$ cat src/rtl/fetch_ctrl.sv
// Fetch-stage pipeline controller: it resolves halt, jump, branch, memory-wait and load-use priority,
// sequences the flush and stall windows, and keeps saturating debug counters.
module fetch_ctrl #(
    parameter int WORD_LEN     = 16,
    parameter int REG_ADDR     = 4,
    parameter int FLUSH_CYCLES = 1
) (
    input  logic                clk,
    input  logic                rst,
    input  logic                id_valid,
    input  logic [REG_ADDR-1:0] id_src1,
    input  logic [REG_ADDR-1:0] id_src2,
    input  logic                id_two_src,
    input  logic                ex_valid,
    input  logic                ex_mem_read,
    input  logic [REG_ADDR-1:0] ex_dest,
    input  logic                branch_req,
    input  logic [WORD_LEN-1:0] branch_off,
    input  logic                jump_req,
    input  logic [WORD_LEN-1:0] jump_target,
    input  logic                mem_busy,
    input  logic                halt_req,
    output logic                freeze,
    output logic                brTaken,
    output logic                jumpEnable,
    output logic [WORD_LEN-1:0] brOffset,
    output logic                flush_if_id,
    output logic                flush_id_ex,
    output logic                halted,
    output logic [15:0]         stall_cnt,
    output logic [15:0]         flush_cnt
);

    typedef enum logic [1:0] {
        S_RUN      = 2'd0,
        S_FLUSH    = 2'd1,
        S_MEM_WAIT = 2'd2,
        S_HALT     = 2'd3
    } state_t;

    localparam logic [2:0] FLUSH_INIT = 3'(FLUSH_CYCLES);

    state_t        state_q, state_d;
    logic [2:0]    fcnt_q, fcnt_d;
    logic          pend_q, pend_d;
    logic [15:0]   stall_q, stall_d;
    logic [15:0]   flushc_q, flushc_d;

    logic                hz;
    logic                eval_run;
    logic                frz_c, bt_c, je_c, fif_c, fex_c, hlt_c;
    logic [WORD_LEN-1:0] off_c;

    // A load into r0 never creates a real dependency.
    assign hz = id_valid && ex_valid && ex_mem_read && (ex_dest != '0) &&
                ((id_src1 == ex_dest) || (id_two_src && (id_src2 == ex_dest)));

    assign eval_run = (state_q == S_RUN) || ((state_q == S_MEM_WAIT) && !mem_busy);

    always_comb begin
        state_d = state_q;
        fcnt_d  = fcnt_q;
        pend_d  = pend_q;
        frz_c   = 1'b0;
        bt_c    = 1'b0;
        je_c    = 1'b0;
        fif_c   = 1'b0;
        fex_c   = 1'b0;
        hlt_c   = 1'b0;
        off_c   = '0;

        if (eval_run) begin
            pend_d = 1'b0;
            if (halt_req || pend_q) begin
                frz_c   = 1'b1;
                fif_c   = 1'b1;
                fex_c   = 1'b1;
                state_d = S_HALT;
            end else if (jump_req) begin
                je_c    = 1'b1;
                off_c   = jump_target;
                fcnt_d  = FLUSH_INIT;
                state_d = S_FLUSH;
            end else if (branch_req) begin
                bt_c    = 1'b1;
                off_c   = branch_off;
                fcnt_d  = FLUSH_INIT;
                state_d = S_FLUSH;
            end else if (mem_busy) begin
                frz_c   = 1'b1;
                state_d = S_MEM_WAIT;
            end else if (hz) begin
                frz_c   = 1'b1;
                fex_c   = 1'b1;
                state_d = S_RUN;
            end else begin
                state_d = S_RUN;
            end
        end else begin
            case (state_q)
                S_FLUSH: begin
                    fif_c = 1'b1;
                    fex_c = 1'b1;
                    // Redirects and hazards here come from squashed instructions.
                    if (halt_req) begin
                        frz_c   = 1'b1;
                        state_d = S_HALT;
                    end else if (mem_busy) begin
                        frz_c = 1'b1;
                    end else if (fcnt_q <= 3'd1) begin
                        state_d = S_RUN;
                    end else begin
                        fcnt_d = fcnt_q - 3'd1;
                    end
                end
                S_MEM_WAIT: begin
                    frz_c = 1'b1;
                    if (halt_req) begin
                        pend_d = 1'b1;
                    end
                end
                S_HALT: begin
                    frz_c = 1'b1;
                    hlt_c = 1'b1;
                end
                default: begin
                    state_d = S_RUN;
                end
            endcase
        end

        stall_d  = (frz_c && (stall_q != 16'hFFFF)) ? stall_q + 16'd1 : stall_q;
        flushc_d = (fif_c && (flushc_q != 16'hFFFF)) ? flushc_q + 16'd1 : flushc_q;
    end

    always_ff @(posedge clk or negedge rst) begin
        if (!rst) begin
            state_q  <= S_RUN;
            fcnt_q   <= 3'd0;
            pend_q   <= 1'b0;
            stall_q  <= 16'd0;
            flushc_q <= 16'd0;
        end else begin
            state_q  <= state_d;
            fcnt_q   <= fcnt_d;
            pend_q   <= pend_d;
            stall_q  <= stall_d;
            flushc_q <= flushc_d;
        end
    end

    // Combinational outputs are forced low for as long as reset is held.
    assign freeze      = rst & frz_c;
    assign brTaken     = rst & bt_c;
    assign jumpEnable  = rst & je_c;
    assign brOffset    = rst ? off_c : '0;
    assign flush_if_id = rst & fif_c;
    assign flush_id_ex = rst & fex_c;
    assign halted      = rst & hlt_c;
    assign stall_cnt   = stall_q;
    assign flush_cnt   = flushc_q;

endmodule

$ cat config.mk
export PLATFORM = sky130hd
export DESIGN_NAME = fetch_ctrl
export DESIGN_NICKNAME = d
export VERILOG_FILES = /design/src/rtl/fetch_ctrl.sv
export SDC_FILE = /design/constraint.sdc
export NUM_CORES = 1
export LEC_CHECK = 0
export ABC_AREA = 1
export BUFFER_PORTS_ARGS = -buffer_cell sky130_fd_sc_hd__buf_4
export CORE_MARGIN = 8
export CORE_UTILIZATION = 54
export CTS_BUF_LIST = sky130_fd_sc_hd__clkbuf_4 sky130_fd_sc_hd__clkbuf_8
export CTS_CLUSTER_DIAMETER = 30
export DETAILED_ROUTE_END_ITERATION = 8
export GPL_TIMING_DRIVEN = 0
export PLACE_DENSITY = 0.88
export SYNTH_ARGS = -nofsm -noshare
export SYNTH_HDL_FRONTEND = slang
export SYNTH_SLANG_ARGS = --single-unit
$ cat constraint.sdc
create_clock -name clk -period 3.5 [get_ports clk]
set_input_delay 0.35 -clock clk [delete_from_list [all_inputs] [get_ports clk]]
set_output_delay 0.35 -clock clk [all_outputs]
set_load 0.01 [all_outputs]
==> results of run 1 <==
-- worst max-delay path, stage by stage, from the launching register on --
cell	delay (ps)
sky130_fd_sc_hd__dfrtp_1	430
sky130_fd_sc_hd__inv_2	80
sky130_fd_sc_hd__nand2_1	100
sky130_fd_sc_hd__inv_2	140
sky130_fd_sc_hd__nand2_1	110
sky130_fd_sc_hd__nor2_1	130
sky130_fd_sc_hd__nand3_1	100
sky130_fd_sc_hd__inv_2	140
sky130_fd_sc_hd__buf_2	230
sky130_fd_sc_hd__a22o_1	160
sky130_fd_sc_hd__buf_4	120
-- logic make-up (layout without fill, tap and decap cells) --
| logic type | Yosys count | after routing |
|---|---|---|
| and+or+nand+nor | 219 | 219 |
| buffers and inverters | 54 | 169 |
| DFF | 38 | 38 |
| AOI/OAI and AO/OA | 34 | 34 |
| xor gates and xnor gates | 27 | 27 |
| adders and majority gates | 4 | 4 |
-- area by class of cell --
| cell class | count | area (um^2) |
|---|---|---|
| clock buffers | 6 | 82.6 |
| inverters | 46 | 173 |
| flip-flops and latches | 38 | 951 |
| multi-input cells | 284 | 1540 |
| clock inverters | 2 | 60.1 |
| well taps | 70 | 87.6 |
| repair buffers | 107 | 803 |
| plain buffers | 8 | 57.6 |
| fillers | 366 | 1220 |
-- final timing paths --
| path | start | endpoint | cells past startpoint |
|---|---|---|---|
| min | rst | stall_cnt[1]$_DFFE_PN0P_ | 1 |
| min reg2reg | fcnt_q[1]$_DFFE_PN0P_ | fcnt_q[1]$_DFFE_PN0P_ | 2 |
| max | state_q[0]$_DFFE_PN0P_ | brOffset[8] | 10 |
| max reg2reg | stall_cnt[0]$_DFFE_PN0P_ | stall_cnt[9]$_DFFE_PN0P_ | 9 |
| max in group asynchronous | rst | flush_cnt[10]$_DFFE_PN0P_ | 1 |
| min in group clk | halt_req | state_q[0]$_DFFE_PN0P_ | 4 |
-- cell usage after synthesis (2+ instances only) --
library cell	instances
sky130_fd_sc_hd__dfrtp_1	38
sky130_fd_sc_hd__ha_1	4
sky130_fd_sc_hd__a22o_1	16
sky130_fd_sc_hd__nand4_1	25
sky130_fd_sc_hd__nor2_1	31
sky130_fd_sc_hd__nand3b_1	3
sky130_fd_sc_hd__inv_2	4
sky130_fd_sc_hd__xor2_1	19
sky130_fd_sc_hd__nor3_1	12
sky130_fd_sc_hd__nand2_1	120
sky130_fd_sc_hd__nand3_4	2
sky130_fd_sc_hd__xnor2_1	8
sky130_fd_sc_hd__nand3_1	17
sky130_fd_sc_hd__a21oi_1	2
sky130_fd_sc_hd__o21ai_1	3
sky130_fd_sc_hd__o21ai_0	9
sky130_fd_sc_hd__nor2_4	2
sky130_fd_sc_hd__inv_1	42
sky130_fd_sc_hd__buf_2	4
sky130_fd_sc_hd__o31ai_1	2
-- power by group --
part / internal, mW / switching [mW] / total [mW]
clock: 0.304 / 0.158 / 0.462
combinational: 0.382 / 0.472 / 0.854
sequential: 0.551 / 0.133 / 0.684
-- registers in the layout (all words and copies together), names as in the netlist --
name	flops
flush_cnt	16
stall_cnt	16
fcnt_q	3
state_q	2
pend_q	1
-- per-layer routing --
| metal | global-route usage | routed length, um |
|---|---|---|
| met1 | 0.259 | 3220 |
| met4 | 0.0423 | 89 |
| met5 | 0 | 0 |
| met3 | 0.0340 | 359 |
| met2 | 0.396 | 4260 |
-- per-stage QoR --
step / cell area, um^2 / util / std cells
6_report: 3750 / 0.754 / 561
5_1_grt: 3750 / 0.754 / 561
4_1_cts: 3750 / 0.754 / 561
3_5_place_dp: 3610 / 0.725 / 553
3_3_place_gp: 3610 / 0.725 / 553
2_1_floorplan: 2720 / - / 376
==> flow_metrics.tcl, run 1 <==
set metrics [dict create \
    chipHeight_um 87.0 \
    slew_headroom 0.671 \
    synth-async-reset-ratio 1.00 \
    most-common-layout-cells "120 x sky130_fd_sc_hd__nand2_1, 108 x sky130_fd_sc_hd__buf_4, 42 x sky130_fd_sc_hd__inv_1, 38 x sky130_fd_sc_hd__dfrtp_1, 31 x sky130_fd_sc_hd__nor2_1" \
    post_synth_inst_count 376 \
    num_antenna_cells 0 \
    endpoint_arrival_time_on_the_critical_path_ps 2020 \
    io_pins 108 \
    tritoncts "done" \
    final_net_count 548 \
    placement.setup.worst_slack_ps 1290 \
    routed-via-count 2905 \
    synth_top_cell_area_share 0.350 \
    floorplan.rows 26 \
    coreArea_mm2 0.00498 \
    clockBufferDepth 2 \
    globalRoute.totalOverflow 0 \
    ys.warnings.count 0 \
    setup_viol 0 \
    required_ps 3150 \
    cts-resized-gates 0 \
    synth-compound-area-share 0.0888 \
    number_of_antenna_violations_at_the_first_check_in_global_routing 0 \
    ys_types 33 \
    clk_transition_reported_paths_ps 80 \
    ys_ff_latch 38 \
    gp_congestion 0.909 \
    clock_buffers_created_by_tritoncts 5 \
    finalCriticalPeriod_ps 2370 \
    grt_start_max_net_pins 42 \
    cts.root.buffer_cell "sky130_fd_sc_hd__clkbuf_8" \
    finalHoldWorstSlack_ps 18.1 \
    grt_first_pass_wirelength_mm 13.2 \
    worstSetupEndpointType "output pin" \
    fin_crit_sh 0.676 \
    synth_top_cell_by_area "sky130_fd_sc_hd__dfrtp_1" \
    outcome "complete, no violations" \
    timing.setup.critical_path_class "reg -> out" \
    violation_count_after_the_first_detailed_routing_iteration 154 \
    drtPass1Iterations 4 \
    power.static_leakage_nw 2.00 \
    grt_usage 0.217 \
    detail_route.drc_violations 0 \
    routed_via_density 5.18 \
    postSynthAreaPerCell_um2 7.23 \
    critical_path_peak_fanout 10 \
    layout_setup_ws_ps 1130 \
    dominantRegCellSynth "sky130_fd_sc_hd__dfrtp_1" \
    layout-drive-gt1-share 0.277 \
    worst_ir_drop_vdd_uv 457 \
    dp_hpwl_mm 6.29 \
    die_area_mm2 0.00756 \
    simple_gate_portion_of_the_synthesized_area 0.372 \
    yosys.area_share.xor_xnor 0.0869 \
    clock_insertion_delay_worst_skew_ps 290 \
    synth_fa_ha_area_frac 0.0184 \
    floorplan.initialDensity 0.547 \
    hold_violation_count_in_the_final_report 0 \
    combinational_family_with_the_most_area_after_synthesis "simple AND/OR/NAND/NOR gates" \
    power_per_cell_area_mw_per_mm2 533 \
    mappedNetlistArea_mm2 0.00272 \
    synthMuxAreaShare 0 \
    wl_per_cell_um 14.1 \
    timing.clock.skew_ps 10.8 \
    first_global_vias 2776 \
    synth_fp_nets 434 \
    fin_tns_setup_ps 0 \
    layout_commonest_cell "sky130_fd_sc_hd__nand2_1" \
    grt_setup_unrepaired "no" \
    max_freq_mhz 423 \
    post_cts_buffers 0 \
    worst-slew-pin-transition_ps 493 \
    die_width_um 87.0 \
    type_of_the_tightest_min_delay_check "in -> async" \
    postRouteAntennaNets 0 \
    post_cts_hold_buffer_count 0 \
    drv_cap 0 \
    cts_sinks 38 \
    ctsHtreeMaxLevel 2 \
    port_buffers 107 \
    synth_area_leaders "sky130_fd_sc_hd__dfrtp_1 35%, sky130_fd_sc_hd__nand2_1 17%, sky130_fd_sc_hd__xor2_1 6.1%" \
    reg2reg_setup_slack_ps 1650 \
    setup.worst_path.start_class "flip-flop" \
    fin_max_slew_vios 0 \
    synth_edf_count 0 \
    totalPowerFinal_mw 2.00 \
    area_growth_syn_to_layout_pct 38.0 \
    seq_area_frac_synth 0.350 \
    wirelength_mm 7.93 \
]
(Power assumes the default switching activity.)
==> run 2, diff against run 1 <==
CORE_UTILIZATION = 51   (was 54)
PLACE_DENSITY = 0.83   (was 0.88)
clock period = 2.44 ns   (was 3.5 ns; I/O delays follow)
==> run 2 against run 1 <==
Flip-flop and latch count stayed put. Utilization fell by 2.3 points. Via count grew 0.72%. Setup slack got worse by 920 ps. First-iteration DRC count is 6.5% higher. Register-to-register slack lost 1100 ps. Critical path depth unchanged. Non-clock buffer count is 4 higher. Critical endpoint is now brOffset[6]. Largest power group unchanged. Highest routed layer unchanged.
==> flow_metrics.tcl, run 2 (same netlist as run 1, synthesis figures left out) <==
set metrics [dict create \
    timing.clock.skew_ps 12.9 \
    dpl_cell_area_mm2 0.00361 \
    worst_ir_drop_vdd_uv 586 \
    layout-drive-gt1-share 0.283 \
    postRouteAntennaNets 0 \
    outcome "complete, no violations" \
    final_net_count 552 \
    power_per_cell_area_mw_per_mm2 721 \
    floorplan.initialDensity 0.529 \
    type_of_the_tightest_min_delay_check "in -> reg" \
    ctsHtreeMaxLevel 2 \
    area_of_the_multi_input_gates_mm2 0.00154 \
    grt_first_pass_wirelength_mm 13.2 \
    fin_crit_sh 0.914 \
    hold_violation_count_in_the_final_report 0 \
    drv_cap 0 \
    floorplan.rows 26 \
    n_fill_cell 443 \
    first_global_vias 2809 \
    gp_congestion 0.933 \
    cts.root.buffer_cell "sky130_fd_sc_hd__clkbuf_8" \
    worstSetupEndpointType "output pin" \
    detail_route.drc_violations 0 \
    area_growth_syn_to_layout_pct 38.2 \
    routed_via_density 5.18 \
    grt_setup_unrepaired "no" \
    setup.worst_path.start_class "flip-flop" \
    max_freq_mhz 448 \
    clk_transition_reported_paths_ps 70 \
    most-common-layout-cells "120 x sky130_fd_sc_hd__nand2_1, 110 x sky130_fd_sc_hd__buf_4, 42 x sky130_fd_sc_hd__inv_1, 38 x sky130_fd_sc_hd__dfrtp_1, 30 x sky130_fd_sc_hd__nor2_1" \
    power.static_leakage_nw 2.00 \
    critical_path_peak_fanout 10 \
    grt_usage 0.213 \
    num_antenna_cells 0 \
    endpoint_arrival_time_on_the_critical_path_ps 1990 \
    count_of_cells_along_the_worst_register_to_register_path 9 \
    chipHeight_um 89.0 \
    io_pins 108 \
    drtPass1Iterations 5 \
    clock_buffers_created_by_tritoncts 5 \
    clockBufferDepth 2 \
    port_buffers 107 \
    grt_start_max_net_pins 39 \
    required_ps 2200 \
    number_of_antenna_violations_at_the_first_check_in_global_routing 0 \
    worst-slew-pin-transition_ps 465 \
    coreArea_mm2 0.00514 \
    finalCriticalPeriod_ps 2230 \
    fin_tns_setup_ps 0 \
    wl_per_cell_um 14.6 \
    layout_commonest_cell "sky130_fd_sc_hd__nand2_1" \
    cts_sinks 38 \
    die_width_um 89.0 \
    wirelength_mm 8.27 \
    tritoncts "done" \
    dp_hpwl_mm 6.44 \
    clock_insertion_delay_worst_skew_ps 290 \
    routed-via-count 2926 \
    violation_count_after_the_first_detailed_routing_iteration 164 \
    final_cell_area_mm2 0.00376 \
    globalRoute.totalOverflow 0 \
    slew_headroom 0.690 \
    timing.setup.critical_path_class "reg -> out" \
    setup_viol 0 \
    die_area_mm2 0.00793 \
    fin_max_slew_vios 0 \
    seqCellArea_um2 951 \
    worstHoldPathCells 4 \
]
## run 2: changes by cell type in the layout (fill, tap and decap cells not counted), sizes merged
cell,previous run,this run
dlygate4sd3,0,1
buf,114,115
clkbuf,7,10
bufinv,2,0
clkinv,0,1
## run 2: repair_timing
item / CTS / global route
hold endpoints to repair: 38 / 0
setup endpoints to repair: 0 / 9
buffers inserted: 0 / 2
hold buffers: 2 / 0
gates resized for setup: 0 / 3
## run 2: through the flow
step                instances  hold WS [ps]  power (mW)  worst slack [ps]   util
detailed placement        553           253        2.24               396  0.703
CTS                       563           300        2.71               159  0.727
global placement          553           250        2.18               439  0.703
global route              565           310        2.88              5.27  0.731
finish                    565           306        2.71               209  0.731
floorplan                 376         -51.6        1.71               777      -
## run 2: cell type report
type                       count  area share
clock inverter                 1     0.00133
clock buffer                   7      0.0240
buffer                         8      0.0166
timing repair buffer         111       0.226
inverter                      46      0.0459
multi-input combinational    284       0.410
sequential                    38       0.253
tap                           70      0.0233
## run 2: worst max-delay path, cell delays in order (launching register included)
cell and delay [ps]:
sky130_fd_sc_hd__dfrtp_1 440, sky130_fd_sc_hd__inv_2 80, sky130_fd_sc_hd__nand2_1 90, sky130_fd_sc_hd__inv_2 130
sky130_fd_sc_hd__nand2_1 120, sky130_fd_sc_hd__nor2_2 130, sky130_fd_sc_hd__nand2_1 70, sky130_fd_sc_hd__inv_2 130
sky130_fd_sc_hd__clkbuf_4 220, sky130_fd_sc_hd__a22o_1 170, sky130_fd_sc_hd__buf_4 120
## run 2: power by group
group	internal, mW	switching (mW)
Combinational	0.553	0.703
Clock	0.239	0.231
Sequential	0.790	0.192
Total	1.58	1.13
## run 2: worst paths after layout
kind,from,end,slack (ps)
worst max-delay path,state_q[0]$_DFFE_PN0P_,brOffset[6],210
worst min-delay path,halt_req,state_q[0]$_DFFE_PN0P_,310
worst max register to register,stall_cnt[0]$_DFFE_PN0P_,stall_cnt[5]$_DFFE_PN0P_,590
worst min register to register,fcnt_q[1]$_DFFE_PN0P_,fcnt_q[1]$_DFFE_PN0P_,520
max in group asynchronous,rst,flush_cnt[13]$_DFFE_PN0P_,1740
min in group asynchronous,rst,stall_cnt[2]$_DFFE_PN0P_,480
## run 2: layer usage
metal  vias up  track usage  wire [um]
met3        10       0.0340        382
li1       1462            -          -
met2        81        0.387       4370
met5         -            0          0
met1      1373        0.252       3430
met4         0       0.0559         91
==> run 3, diff against run 2 <==
CORE_ASPECT_RATIO = 0.8   (was default)
CORE_MARGIN = default   (was 8)
==> run 3 against run 2 <==
Setup slack got worse by 85 ps. Final cell count decreased by 1.9%. Via count increased by 1.7%. Power increased by 2.3%. Sequential share of layout area increased by 0.13 points. Utilization increased by 0.71 points. Clock skew about the same. Largest cell class unchanged. Critical path type unchanged. Die area decreased by 29%. Critical path depth unchanged. First-iteration DRC count increased by 61%. Largest power group unchanged.
==> flow_metrics.tcl, run 3 (same netlist as run 1, synthesis figures left out) <==
set metrics [dict create \
    most-common-layout-cells "120 x sky130_fd_sc_hd__nand2_1, 108 x sky130_fd_sc_hd__buf_4, 42 x sky130_fd_sc_hd__inv_1, 38 x sky130_fd_sc_hd__dfrtp_1, 30 x sky130_fd_sc_hd__nor2_1" \
    fin_crit_sh 0.949 \
    gp_congestion 0.885 \
    cts.root.buffer_cell "sky130_fd_sc_hd__clkbuf_8" \
    worst_ir_drop_vdd_uv 632 \
    dp_hpwl_mm 5.70 \
    setup_viol 0 \
    clk_transition_reported_paths_ps 80 \
    instances_no_fill 554 \
    floorplan.rows 23 \
    grt_first_pass_wirelength_mm 12.0 \
    crit-reg2reg-launch "stall_cnt[0]$_DFFE_PN0P_" \
    grt_start_max_net_pins 39 \
    timing.setup.critical_path_class "reg -> out" \
    chipHeight_um 67.3 \
    grt_setup_unrepaired "no" \
    clock_insertion_delay_worst_skew_ps 300 \
    die_width_um 83.7 \
    max_freq_mhz 432 \
    required_ps 2200 \
    coreArea_mm2 0.00506 \
    count_of_cells_along_the_worst_register_to_register_path 9 \
    critical_path_peak_fanout 10 \
    num_antenna_cells 0 \
    power.static_leakage_nw 1.99 \
    detail_route.drc_violations 0 \
    area_growth_syn_to_layout_pct 37.5 \
    routed-via-count 2975 \
    worst_setup_path_startpoint "state_q[0]$_DFFE_PN0P_" \
    grt_usage 0.268 \
    clock_buffers_created_by_tritoncts 5 \
    dpl_cell_area_mm2 0.00360 \
    drtPass1Iterations 5 \
    ctsHtreeMaxLevel 2 \
    layout-drive-gt1-share 0.278 \
    setup.worst_path.start_class "flip-flop" \
    outcome "complete, no violations" \
    destination_of_the_worst_register_to_register_timing_path "stall_cnt[6]$_DFFE_PN0P_" \
    slew_headroom 0.682 \
    crit_path_end "brOffset[9]" \
    first_global_vias 2614 \
    final_net_count 549 \
    violation_count_after_the_first_detailed_routing_iteration 264 \
    final_cell_area_mm2 0.00374 \
    clockBufferDepth 2 \
    finalHoldWorstSlack_ps 250 \
    tritoncts "done" \
    fin_tns_setup_ps 0 \
    port_buffers 107 \
    worstSetupEndpointType "output pin" \
    routed_via_density 5.37 \
    globalRoute.totalOverflow 0 \
    io_pins 108 \
    die_area_mm2 0.00563 \
    fin_max_slew_vios 0 \
    number_of_antenna_violations_at_the_first_check_in_global_routing 0 \
    wirelength_mm 7.66 \
    worst-slew-pin-transition_ps 477 \
    layout_commonest_cell "sky130_fd_sc_hd__nand2_1" \
    reg2reg_setup_slack_ps 570 \
    hold_violation_count_in_the_final_report 0 \
    dp_cells 545 \
    finalCriticalPeriod_ps 2320 \
    timing.clock.skew_ps 13.2 \
    cts_sinks 38 \
    drv_cap 0 \
    type_of_the_tightest_min_delay_check "in -> reg" \
    wl_per_cell_um 13.8 \
    floorplan.initialDensity 0.537 \
    postRouteAntennaNets 0 \
    endpoint_arrival_time_on_the_critical_path_ps 2070 \
    power_per_cell_area_mw_per_mm2 741 \
    worstHoldPathCells 4 \
]
## run 3: worst min path at each step
stage | to | startpoint | slack, ps
after detailed placement | fcnt_q[1]$_DFFE_PN0P_ | rst | 260
final | state_q[0]$_DFFE_PN0P_ | halt_req | 250
after CTS | state_q[0]$_DFFE_PN0P_ | halt_req | 240
after global routing | state_q[0]$_DFFE_PN0P_ | halt_req | 260
after global placement | fcnt_q[1]$_DFFE_PN0P_ | rst | 250
after floorplan | fcnt_q[0]$_DFFE_PN0P_ | rst | -50
## run 3: what timing repair did
item                       CTS  global route
hold buffers                 2             0
setup endpoints to repair    0             9
buffers inserted             0             0
hold endpoints to repair    38             0
resized for setup            0             2
## run 3: where the power goes
group / total, mW / switching (mW) / leakage (nW) / internal [mW]
registers: 0.990 / 0.201 / 0.491 / 0.790
clock network: 0.548 / 0.246 / 0.0579 / 0.301
logic: 1.23 / 0.681 / 1.45 / 0.551
## run 3: layer usage
| layer | vias up | track usage | part of all wire |
|---|---|---|---|
| li1 | 1457 | - | - |
| met3 | 12 | 0.0367 | 0.055 |
| met5 | - | 0 | 0 |
| met4 | 0 | 0.0869 | 0.015 |
| met1 | 1386 | 0.352 | 0.44 |
| met2 | 120 | 0.463 | 0.49 |
## run 3: layout make-up
cell class | count | area (um^2)
Multi-Input combinational cell | 284 | 1540
Timing Repair Buffer | 109 | 833
Clock buffer | 5 | 68.8
Inverter | 46 | 173
Fill cell | 404 | 1330
Sequential cell | 38 | 951
Clock inverter | 3 | 40.0
Tap cell | 62 | 77.6
Buffer | 7 | 55.1
## run 3: metrics by stage
step                 util  total power [mW]  setup WS [ps]
detailed placement  0.711              2.21            321
global route        0.738              2.94           14.0
floorplan               -              1.71            777
global placement    0.711              2.16            357
CTS                 0.738              2.76           67.7
finish              0.738              2.77            125
## run 3: worst max-delay path, cell delays in order, from the launching register on
cell	delay, ps
sky130_fd_sc_hd__dfrtp_1	450
sky130_fd_sc_hd__inv_2	80
sky130_fd_sc_hd__nand2_1	90
sky130_fd_sc_hd__inv_2	140
sky130_fd_sc_hd__nand2_1	130
sky130_fd_sc_hd__nor2_2	150
sky130_fd_sc_hd__nand2_1	80
sky130_fd_sc_hd__inv_2	130
sky130_fd_sc_hd__clkbuf_4	220
sky130_fd_sc_hd__a22o_1	170
sky130_fd_sc_hd__buf_4	120
